File: src/rtl/pet_pkg.sv
// Shared types, default parameters and helpers for the pet needs engine.
package pet_pkg;

    typedef enum logic [1:0] {
        MOOD_OK    = 2'b00,
        MOOD_NEEDY = 2'b01,
        MOOD_SICK  = 2'b10,
        MOOD_DEAD  = 2'b11
    } mood_t;

    localparam int unsigned DEF_N_NEEDS     = 3;
    localparam int unsigned DEF_STAT_W      = 4;
    localparam int unsigned DEF_TICK_DIV    = 1000;
    localparam int unsigned DEF_DECAY_TICKS = 8;
    localparam int unsigned DEF_CARE_STEP   = 4;
    localparam int unsigned DEF_SICK_TICKS  = 16;

    // A stat below a quarter of full scale counts as low.
    function automatic int unsigned low_th(int unsigned stat_w);
        return 32'd1 << (stat_w - 32'd2);
    endfunction

endpackage

File: src/rtl/pet_stat_cell.sv
// One saturating pet statistic: press edge detector, decay and care step.
module pet_stat_cell
    import pet_pkg::*;
#(
    parameter int unsigned STAT_W    = DEF_STAT_W,
    parameter int unsigned CARE_STEP = DEF_CARE_STEP
) (
    input  logic              clk,
    input  logic              rst_n,
    input  logic              en,
    input  logic              freeze,
    input  logic              decay,
    input  logic              btn,
    output logic [STAT_W-1:0] stat,
    output logic              is_low,
    output logic              is_zero
);

    localparam int unsigned MAX  = (32'd1 << STAT_W) - 32'd1;
    localparam int unsigned STEP = (CARE_STEP > MAX) ? MAX : CARE_STEP;

    localparam logic [STAT_W-1:0] MAX_VAL  = STAT_W'(MAX);
    localparam logic [STAT_W:0]   STEP_VAL = (STAT_W + 1)'(STEP);
    localparam logic [STAT_W-1:0] LOW_VAL  = STAT_W'(low_th(STAT_W));

    logic              btn_q;
    logic              press;
    logic [STAT_W-1:0] stat_q;
    logic [STAT_W-1:0] stat_d;
    logic [STAT_W-1:0] decayed;
    logic [STAT_W:0]   sum;

    assign press = en & btn & ~btn_q;

    // Edge detector tracks the button only while running; resets high so a held
    // button is not seen as a press on reset release.
    always_ff @(posedge clk or negedge rst_n) begin
        if (!rst_n) begin
            btn_q <= 1'b1;
        end else if (en) begin
            btn_q <= btn;
        end
    end

    // Decay first, then the care step, each saturating.
    always_comb begin
        decayed = stat_q;
        if (decay && (stat_q != '0)) begin
            decayed = stat_q - STAT_W'(1);
        end
        sum    = {1'b0, decayed} + STEP_VAL;
        stat_d = stat_q;
        if (en && !freeze) begin
            stat_d = decayed;
            if (press) begin
                stat_d = (sum > {1'b0, MAX_VAL}) ? MAX_VAL : sum[STAT_W-1:0];
            end
        end
    end

    // Stat register.
    always_ff @(posedge clk or negedge rst_n) begin
        if (!rst_n) begin
            stat_q <= MAX_VAL;
        end else begin
            stat_q <= stat_d;
        end
    end

    assign stat    = stat_q;
    assign is_low  = (stat_q < LOW_VAL);
    assign is_zero = (stat_q == '0);

endmodule

File: src/rtl/pet_needs_engine.sv
// Needs-and-mood engine: prescaled game tick, periodic decay of all stats,
// care presses per need, and a mood FSM escalating to an absorbing DEAD.
module pet_needs_engine
    import pet_pkg::*;
#(
    parameter int unsigned N_NEEDS     = DEF_N_NEEDS,
    parameter int unsigned STAT_W      = DEF_STAT_W,
    parameter int unsigned TICK_DIV    = DEF_TICK_DIV,
    parameter int unsigned DECAY_TICKS = DEF_DECAY_TICKS,
    parameter int unsigned CARE_STEP   = DEF_CARE_STEP,
    parameter int unsigned SICK_TICKS  = DEF_SICK_TICKS
) (
    input  logic                        clk,
    input  logic                        rst_n,
    input  logic                        ena,
    input  logic [N_NEEDS-1:0]          btn_care,
    output logic [N_NEEDS*STAT_W-1:0]   stat,
    output logic [1:0]                  mood,
    output logic                        alert,
    output logic                        tick
);

    localparam int unsigned PRE_W  = (TICK_DIV > 1) ? $clog2(TICK_DIV) : 1;
    localparam int unsigned DEC_W  = (DECAY_TICKS > 1) ? $clog2(DECAY_TICKS) : 1;
    localparam int unsigned SICK_W = $clog2(SICK_TICKS + 1);

    localparam logic [PRE_W-1:0]  PRE_LAST  = PRE_W'(TICK_DIV - 1);
    localparam logic [DEC_W-1:0]  DEC_LAST  = DEC_W'(DECAY_TICKS - 1);
    localparam logic [SICK_W-1:0] SICK_LAST = SICK_W'(SICK_TICKS - 1);

    logic [PRE_W-1:0]  pre_q, pre_d;
    logic [DEC_W-1:0]  dec_q, dec_d;
    logic [SICK_W-1:0] sick_q, sick_d;
    logic              tick_q;
    logic              alert_q, alert_d;
    mood_t             mood_q, mood_d;

    logic               game_tick;
    logic               decay_now;
    logic               dead;
    logic [N_NEEDS-1:0] low_vec;
    logic [N_NEEDS-1:0] zero_vec;
    logic               any_low;
    logic               any_zero;

    assign game_tick = ena && (pre_q == PRE_LAST);
    assign decay_now = game_tick && (dec_q == DEC_LAST);
    assign dead      = (mood_q == MOOD_DEAD);
    assign any_low   = |low_vec;
    assign any_zero  = |zero_vec;

    // Prescaler and decay counter next state; both hold while ena is low.
    always_comb begin
        pre_d = pre_q;
        dec_d = dec_q;
        if (ena) begin
            pre_d = game_tick ? '0 : pre_q + PRE_W'(1);
        end
        if (game_tick) begin
            dec_d = decay_now ? '0 : dec_q + DEC_W'(1);
        end
    end

    // Prescaler, decay counter and registered tick pulse.
    always_ff @(posedge clk or negedge rst_n) begin
        if (!rst_n) begin
            pre_q  <= '0;
            dec_q  <= '0;
            tick_q <= 1'b0;
        end else begin
            pre_q  <= pre_d;
            dec_q  <= dec_d;
            tick_q <= game_tick;
        end
    end

    for (genvar i = 0; i < N_NEEDS; i++) begin : g_need
        pet_stat_cell #(
            .STAT_W    (STAT_W),
            .CARE_STEP (CARE_STEP)
        ) u_cell (
            .clk     (clk),
            .rst_n   (rst_n),
            .en      (ena),
            .freeze  (dead),
            .decay   (decay_now),
            .btn     (btn_care[i]),
            .stat    (stat[i*STAT_W +: STAT_W]),
            .is_low  (low_vec[i]),
            .is_zero (zero_vec[i])
        );
    end

    // Mood FSM next state from the current stats; sick counter lives with it.
    always_comb begin
        mood_d = mood_q;
        sick_d = sick_q;
        if (ena) begin
            case (mood_q)
                MOOD_DEAD: begin
                    mood_d = MOOD_DEAD;
                end
                MOOD_SICK: begin
                    if (!any_zero) begin
                        mood_d = any_low ? MOOD_NEEDY : MOOD_OK;
                        sick_d = '0;
                    end else if (game_tick) begin
                        sick_d = sick_q + SICK_W'(1);
                        if (sick_q == SICK_LAST) begin
                            mood_d = MOOD_DEAD;
                        end
                    end
                end
                default: begin
                    if (any_zero) begin
                        mood_d = MOOD_SICK;
                    end else if (any_low) begin
                        mood_d = MOOD_NEEDY;
                    end else begin
                        mood_d = MOOD_OK;
                    end
                end
            endcase
        end
        alert_d = (mood_d != MOOD_OK);
    end

    // Mood, alert and sick counter registers.
    always_ff @(posedge clk or negedge rst_n) begin
        if (!rst_n) begin
            mood_q  <= MOOD_OK;
            alert_q <= 1'b0;
            sick_q  <= '0;
        end else begin
            mood_q  <= mood_d;
            alert_q <= alert_d;
            sick_q  <= sick_d;
        end
    end

    assign mood  = mood_q;
    assign alert = alert_q;
    assign tick  = tick_q;

endmodule

File: config.mk
export PLATFORM = sky130hd
export DESIGN_NAME = pet_needs_engine
export DESIGN_NICKNAME = d
export VERILOG_FILES = /design/src/rtl/pet_pkg.sv /design/src/rtl/pet_stat_cell.sv /design/src/rtl/pet_needs_engine.sv
export SDC_FILE = /design/constraint.sdc
export NUM_CORES = 1
export LEC_CHECK = 0
export BUFFER_PORTS_ARGS = -buffer_cell sky130_fd_sc_hd__buf_2
export CAP_MARGIN = 20
export CORE_MARGIN = 2
export CORE_UTILIZATION = 25
export CTS_BUF_LIST = sky130_fd_sc_hd__clkbuf_8
export CTS_CLUSTER_DIAMETER = 150
export DETAILED_ROUTE_END_ITERATION = 16
export GPL_ROUTABILITY_DRIVEN = 0
export PLACE_DENSITY_LB_ADDON = 0.25
export SLEW_MARGIN = 15
export SYNTH_ARGS = -nofsm -noshare
export SYNTH_HDL_FRONTEND = slang
export SYNTH_SLANG_ARGS = --single-unit
File: constraint.sdc
create_clock -name clk -period 2.1 [get_ports clk]
set_clock_uncertainty 0.1 [all_clocks]
set_input_delay 0.42 -clock clk [delete_from_list [all_inputs] [get_ports clk]]
set_output_delay 0.42 -clock clk [all_outputs]
set_load 0.01 [all_outputs]
==> results of run 1 <==
## sequential cells by signal, indices dropped and copies added (netlist names)
register,cells
sick_q,5
g_need.u_cell.stat,12
pre_q,10
alert,1
dec_q,3
mood,2
g_need.u_cell.btn_q,3
tick,1
## metrics by stage
stage	hold WS [ps]	worst slack [ps]	TNS (ps)	power (uW)	util, %
4_1_cts	81.0	4.25	0	1990	33.3
5_1_grt	101	-53.9	-160	2110	34.6
2_1_floorplan	24.4	3.85	0	1210	-
3_5_place_dp	363	1.96	0	1450	32.3
3_3_place_gp	366	9.34	0	1450	32.3
6_report	63.7	36.6	0	1970	34.6
## placed cells by master, fill, tap and decap left out, types with 2 or more instances in the layout
| cell type | n |
|---|---|
| inv_1 | 17 |
| or3_1 | 2 |
| nand2b_1 | 4 |
| nand3b_1 | 2 |
| ha_1 | 6 |
| nor3_4 | 2 |
| nor3b_2 | 2 |
| buf_4 | 38 |
| xnor2_1 | 6 |
| o311ai_1 | 2 |
| nand4_1 | 11 |
| mux2_4 | 2 |
| nor3b_1 | 3 |
| nand3_1 | 8 |
| nand2_2 | 3 |
| and3_1 | 4 |
| buf_2 | 21 |
| nor3_2 | 3 |
| and2_1 | 2 |
| or4_1 | 2 |
| clkbuf_8 | 5 |
| a21o_1 | 3 |
| o21ai_0 | 18 |
| mux2_2 | 8 |
| a22o_1 | 2 |
| nand2_1 | 22 |
| nor3_1 | 3 |
| dfstp_2 | 15 |
| or2_2 | 3 |
| or4_4 | 3 |
| dfrtp_1 | 22 |
| xnor2_2 | 2 |
| nor2_1 | 21 |
| a21oi_1 | 10 |
## worst max-delay path by stage
stage	start	end	slack [ps]	depth (start not counted)
after CTS	dec_q[1]$_DFFE_PN0N_	g_need[1].u_cell.stat[1]$_DFFE_PN1P_	4	7
after global placement	dec_q[0]$_DFFE_PN0N_	g_need[1].u_cell.stat[1]$_DFFE_PN1P_	9	7
after detailed placement	dec_q[1]$_DFFE_PN0N_	g_need[1].u_cell.stat[1]$_DFFE_PN1P_	2	7
after floorplan	dec_q[0]$_DFFE_PN0N_	g_need[0].u_cell.stat[2]$_DFFE_PN1P_	4	7
final	dec_q[1]$_DFFE_PN0N_	g_need[2].u_cell.stat[1]$_DFFE_PN1P_	40	7
after global routing	dec_q[1]$_DFFE_PN0N_	g_need[1].u_cell.stat[1]$_DFFE_PN1P_	-50	7
## cell families after synthesis
group	count (synthesis)	share of synthesized area, %
and+or+nand+nor	105	26.1
AOI/OAI and AO/OA	44	12.3
DFF	37	43.7
buffers and inverters	25	4.40
muxes	10	5.21
xor gates and xnor gates	9	3.65
adders and majority gates	8	4.63
## area by class of cell
cell class / count / area share (%)
clock inverters: 3 / 0.740
flip-flops and latches: 37 / 32.9
well taps: 105 / 4.57
multi-input cells: 176 / 43.0
repair buffers: 60 / 14.0
inverters: 18 / 2.44
clock buffers: 5 / 2.40
## Yosys cell counts, types with 2 or more instances
master / number
ha_1: 8
nor3b_1: 5
nand4_1: 11
a21oi_1: 10
a22o_1: 2
or4_1: 3
clkbuf_1: 5
nand3b_1: 2
or2_2: 3
nand2_1: 25
and3_1: 4
nand2b_1: 4
a21o_1: 3
nand3_1: 8
dfrtp_1: 22
xnor2_1: 8
inv_1: 18
dfstp_2: 15
nor4_1: 2
or4_2: 2
o21ai_0: 19
nor2_1: 21
or3_1: 2
a211oi_1: 2
o311ai_1: 2
mux2_2: 10
nor3_1: 7
and2_1: 2
## power groups by stage
stage               registers (uW)  clock network [uW]  logic (uW)
global route                   940                 576         594
floorplan                      965                   0         240
detailed placement             931                   0         523
finish                         923                 523         524
CTS                            919                 546         526
global placement               932                   0         520
## critical path, stage by stage (launching register included)
cell,delay [ps]
dfrtp_1,380
ha_2,200
ha_4,150
inv_4,40
or4_4,550
nor3_4,220
mux2_4,320
nand2_2,50
## repair_timing
item	in CTS	in global routing
setup buffers	0	3
gates resized for setup	0	19
endpoints found under the hold margin	0	0
pin swaps	1	9
setup endpoints to repair	2	15
## metal layers
metal  routed length [microns]  vias to the layer above  global-route usage (%)
met2                      2370                       20                    17.0
met3                       194                        5                    2.67
met4                        40                        0                    2.82
li1                          -                      966                       -
met1                      2630                      879                    15.8
met5                         0                        -                       0
==> results.json, run 1 <==
{
  "status": "completed",
  "fin_crit_sh_pct": 98.3,
  "p_int_uw": 1340,
  "finalHoldViolations": 0,
  "synth.distinct_cells": 41,
  "p_per_area_nw_per_um2": 686,
  "clk_latency_ps": 290,
  "drtAntennaViolNets": 0,
  "grt_overflow_total": 0,
  "wl_per_cell_microns": 13.0,
  "dpl.cell_count": 393,
  "register_area_sq_um": 945,
  "drcViolationCount": 0,
  "slew_headroom_pct": 68.1,
  "grt_pass1_vias": 1730,
  "r2r_slack_ps": 40,
  "rr_worst_depth": 7,
  "die_h_microns": 97.0,
  "root_buffer": "clkbuf_8",
  "slew_viol_final": 0,
  "drive_gt1_share_pct": 39.5,
  "h-tree-depth": 2,
  "tightest_slew_ps": 478,
  "drt_iter0_markers": 85,
  "syn2layout_area_growth_pct": 32.9,
  "initial_core_util_pct": 26.1,
  "synthArstFlopShare_pct": 100,
  "synth.area.top_cells": "dfrtp_1 25%, dfstp_2 18%, mux2_2 5.2%",
  "syn_nets": 252,
  "endpoint_kind": "flip-flop",
  "io_pins": 22,
  "min_path_type": "in -> async",
  "dr_total_vias": 1870,
  "fmax_ghz": 0.485,
  "cts.sinks": 37,
  "fin_crit_ps": 2060,
  "final_cell_area_sq_um": 2870,
  "ys_seq_elements": 37,
  "dr.pass1.iters": 4,
  "routed_via_density": 4.63,
  "cp-start-kind": "flip-flop",
  "synth_top_area_share_pct": 25.5,
  "dp_hpwl_microns": 3890,
  "grt_usage_pct": 11.1,
  "power.share.clock_pct": 26.5,
  "antenna_found_initial": 0,
  "cp_max_fo": 6,
  "multi_input_area_sq_um": 1230,
  "synth-seq-area-share_pct": 43.7,
  "setup-violations-final": 0,
  "cp.required_ps": 2240,
  "cellLeakagePower_uw": 0.00123,
  "timing.rr.start": "dec_q[1]$_DFFE_PN0N_",
  "placed_area_sq_um": 2680,
  "dieWidth_microns": 97.0,
  "grt_max_degree": 38,
  "syn_area_sq_um": 2160,
  "row_count": 33,
  "clk_path_buf_depth": 2,
  "swShare_pct": 31.9,
  "ys.flop_type": "dfrtp_1",
  "hold_buffers": 0,
  "power_frac_seq_pct": 46.9,
  "die_area_sq_um": 9410,
  "io_buffers": 21,
  "netlist_instances": 238,
  "arrival_ps": 2210,
  "finalWirelength_microns": 5240,
  "rsz0062_at_grt": "true",
  "peakVddDrop_mv": 0.474,
  "max-cap-violations": 0,
  "cts-buffers-inserted": 5,
  "power_frac_comb_pct": 26.6,
  "yosys_warnings": 0,
  "n_fill_cell": 840,
  "core_sq_um": 8300,
  "avgSynthCellArea_sq_um": 9.08,
  "clk_pin_slew_ps": 80,
  "r2r-end": "g_need[2].u_cell.stat[1]$_DFFE_PN1P_",
  "fin_cells": 404,
  "grt_first_pass_wirelength_microns": 8590,
  "p_switching_uw": 628,
  "yosys.area.top_type": "dfrtp_1",
  "cts_tree": "yes",
  "synth-edff-count": 0,
  "crit_type": "reg -> reg",
  "nNetsFinal": 312,
  "n_antenna_cell": 0
}
Note: power is estimated with default switching activity, not from simulation.
==> run 2: changes to the inputs <==
- REMOVE_ABC_BUFFERS: default -> 1
==> results.json, run 2 (synthesis gave the netlist of run 1 again) <==
{
  "rsz0062_at_grt": "true",
  "grt_pass1_vias": 1845,
  "slew_headroom_pct": 74.1,
  "n_antenna_cell": 0,
  "timing.rr.start": "dec_q[0]$_DFFE_PN0N_",
  "core_sq_um": 8300,
  "largest_register_ffs": 12,
  "fmax_ghz": 0.490,
  "dp_hpwl_microns": 3980,
  "h-tree-depth": 2,
  "cts.sinks": 37,
  "clk_path_buf_depth": 2,
  "nNetsFinal": 315,
  "syn2layout_area_growth_pct": 34.3,
  "dieWidth_microns": 97.0,
  "grt_usage_pct": 11.8,
  "layout_setup_ws_ps": 57.8,
  "setup-violations-final": 0,
  "final_cell_mix": "39 x buf_4, 24 x nand2_1, 22 x dfrtp_1, 21 x nor2_1, 21 x buf_2",
  "fin_crit_ps": 2040,
  "clk_pin_slew_ps": 90,
  "min_path_type": "in -> reg",
  "cts_tree": "yes",
  "row_count": 33,
  "critPathBufInv": 1,
  "endpoint_kind": "flip-flop",
  "grt_first_pass_wirelength_microns": 9110,
  "max-cap-violations": 0,
  "n_fill_cell": 845,
  "routed_via_density": 4.67,
  "status": "completed",
  "arrival_ps": 2150,
  "cp_slowest_cell": "or4_2",
  "post-place-ws_ps": -97.0,
  "path_cells": "ha_1 > ha_1 > buf_4 > nand2_1 > or4_2 > nand4_1 > a21oi_1 > a211oi_1",
  "antenna_found_initial": 0,
  "cellLeakagePower_uw": 0.00126,
  "slew_viol_final": 0,
  "io_buffers": 21,
  "crit_top_cell": "ha_1",
  "die_area_sq_um": 9410,
  "drt_iter0_markers": 42,
  "grt_max_degree": 30,
  "drtAntennaViolNets": 0,
  "grt_overflow_total": 0,
  "cp.required_ps": 2200,
  "cp-start-kind": "flip-flop",
  "finalPower_uw": 2110,
  "tightest_slew_ps": 379,
  "finalWirelength_microns": 5280,
  "max_stage_delay_ps": 600,
  "hold_end": "g_need[0].u_cell.btn_q$_DFFE_PN1P_",
  "peakVddDrop_mv": 0.341,
  "drive_gt1_share_pct": 36.8,
  "dr.pass1.iters": 4,
  "tns_ps": 0,
  "drcViolationCount": 0,
  "io_pins": 22,
  "cp_max_fo": 4,
  "r2r_slack_ps": 60,
  "critical_path.top_delay_family": "simple AND/OR/NAND/NOR gates",
  "root_buffer": "clkbuf_8",
  "rr_worst_depth": 8,
  "r2r-end": "g_need[2].u_cell.stat[2]$_DFFE_PN1P_",
  "cts-buffers-inserted": 5,
  "p_per_area_nw_per_um2": 725,
  "hp-start": "btn_care[0]",
  "finalHoldViolations": 0,
  "clk_latency_ps": 300,
  "wl_per_cell_microns": 13.0,
  "initial_core_util_pct": 26.1,
  "min_path_cells": 3,
  "dr_total_vias": 1899,
  "crit_type": "reg -> reg",
  "layout_commonest_cell": "buf_4",
  "fin_crit_sh_pct": 97.2,
  "die_h_microns": 97.0
}
run 2: changes by cell type in the layout (fill, tap and decap cells not counted), sizes merged:
cell,change
clkinvlp,-1
bufinv,+1
buf,+2
dlygate4sd3,+1
run 2: stage by stage:
step / cells / utilization (%) / hold WS (ps) / cell area (sq um)
final: 407 / 35.0 / 260 / 2900
after global routing: 407 / 35.0 / 262 / 2900
after CTS: 406 / 34.5 / 253 / 2860
after detailed placement: 397 / 32.5 / 195 / 2700
after global placement: 397 / 32.5 / 194 / 2700
after floorplan: 231 / - / 24.4 / 2130
run 2: how the worst max path moves through the flow:
stage | depth (start not counted) | to | startpoint | slack (ps)
after floorplan | 7 | g_need[0].u_cell.stat[1]$_DFFE_PN1P_ | dec_q[0]$_DFFE_PN0N_ | -100
after global placement | 7 | g_need[1].u_cell.stat[1]$_DFFE_PN1P_ | dec_q[0]$_DFFE_PN0N_ | -40
after detailed placement | 7 | g_need[0].u_cell.stat[1]$_DFFE_PN1P_ | dec_q[0]$_DFFE_PN0N_ | -100
after CTS | 6 | g_need[0].u_cell.stat[2]$_DFFE_PN1P_ | dec_q[0]$_DFFE_PN0N_ | 10
after global routing | 5 | g_need[2].u_cell.stat[1]$_DFFE_PN1P_ | pre_q[4]$_DFFE_PN0P_ | -40
final | 8 | g_need[2].u_cell.stat[2]$_DFFE_PN1P_ | dec_q[0]$_DFFE_PN0N_ | 60
run 2: per-layer routing:
metal  share of wire [%]  up-vias  global-route usage [%]
li1                    -      975                       -
met1                  51      889                    16.0
met2                  45       26                    18.5
met3                 2.7        9                    2.31
met4                 1.8        0                    4.77
met5                   0        -                       0
run 2: tightest hold or removal path: stages:
cell,delay (ps)
buf_2,70
nand2_1,50
o21ai_0,80
run 2: report_power, final:
group,total (uW),internal (uW),switching [uW]
Sequential,938,840,97.9
Combinational,536,287,250
Clock,632,352,280
run 2: what timing repair did:
item                       CTS  global route
hold endpoints to repair     5             0
hold buffers                 1             0
cloned                       0             0
setup endpoints to repair   11            12
buffers inserted             0             1
pin swaps                    1             4
resized for setup            7             7
run 2: final cells by class:
cell class	instances	area [sq um]	area share, %
Clock buffer	5	68.8	2.37
Inverter	18	67.6	2.33
Sequential cell	37	945	32.5
Multi-Input combinational cell	176	1200	41.4
Clock inverter	3	42.5	1.46
Timing Repair Buffer	63	448	15.4
Tap cell	105	131	4.52
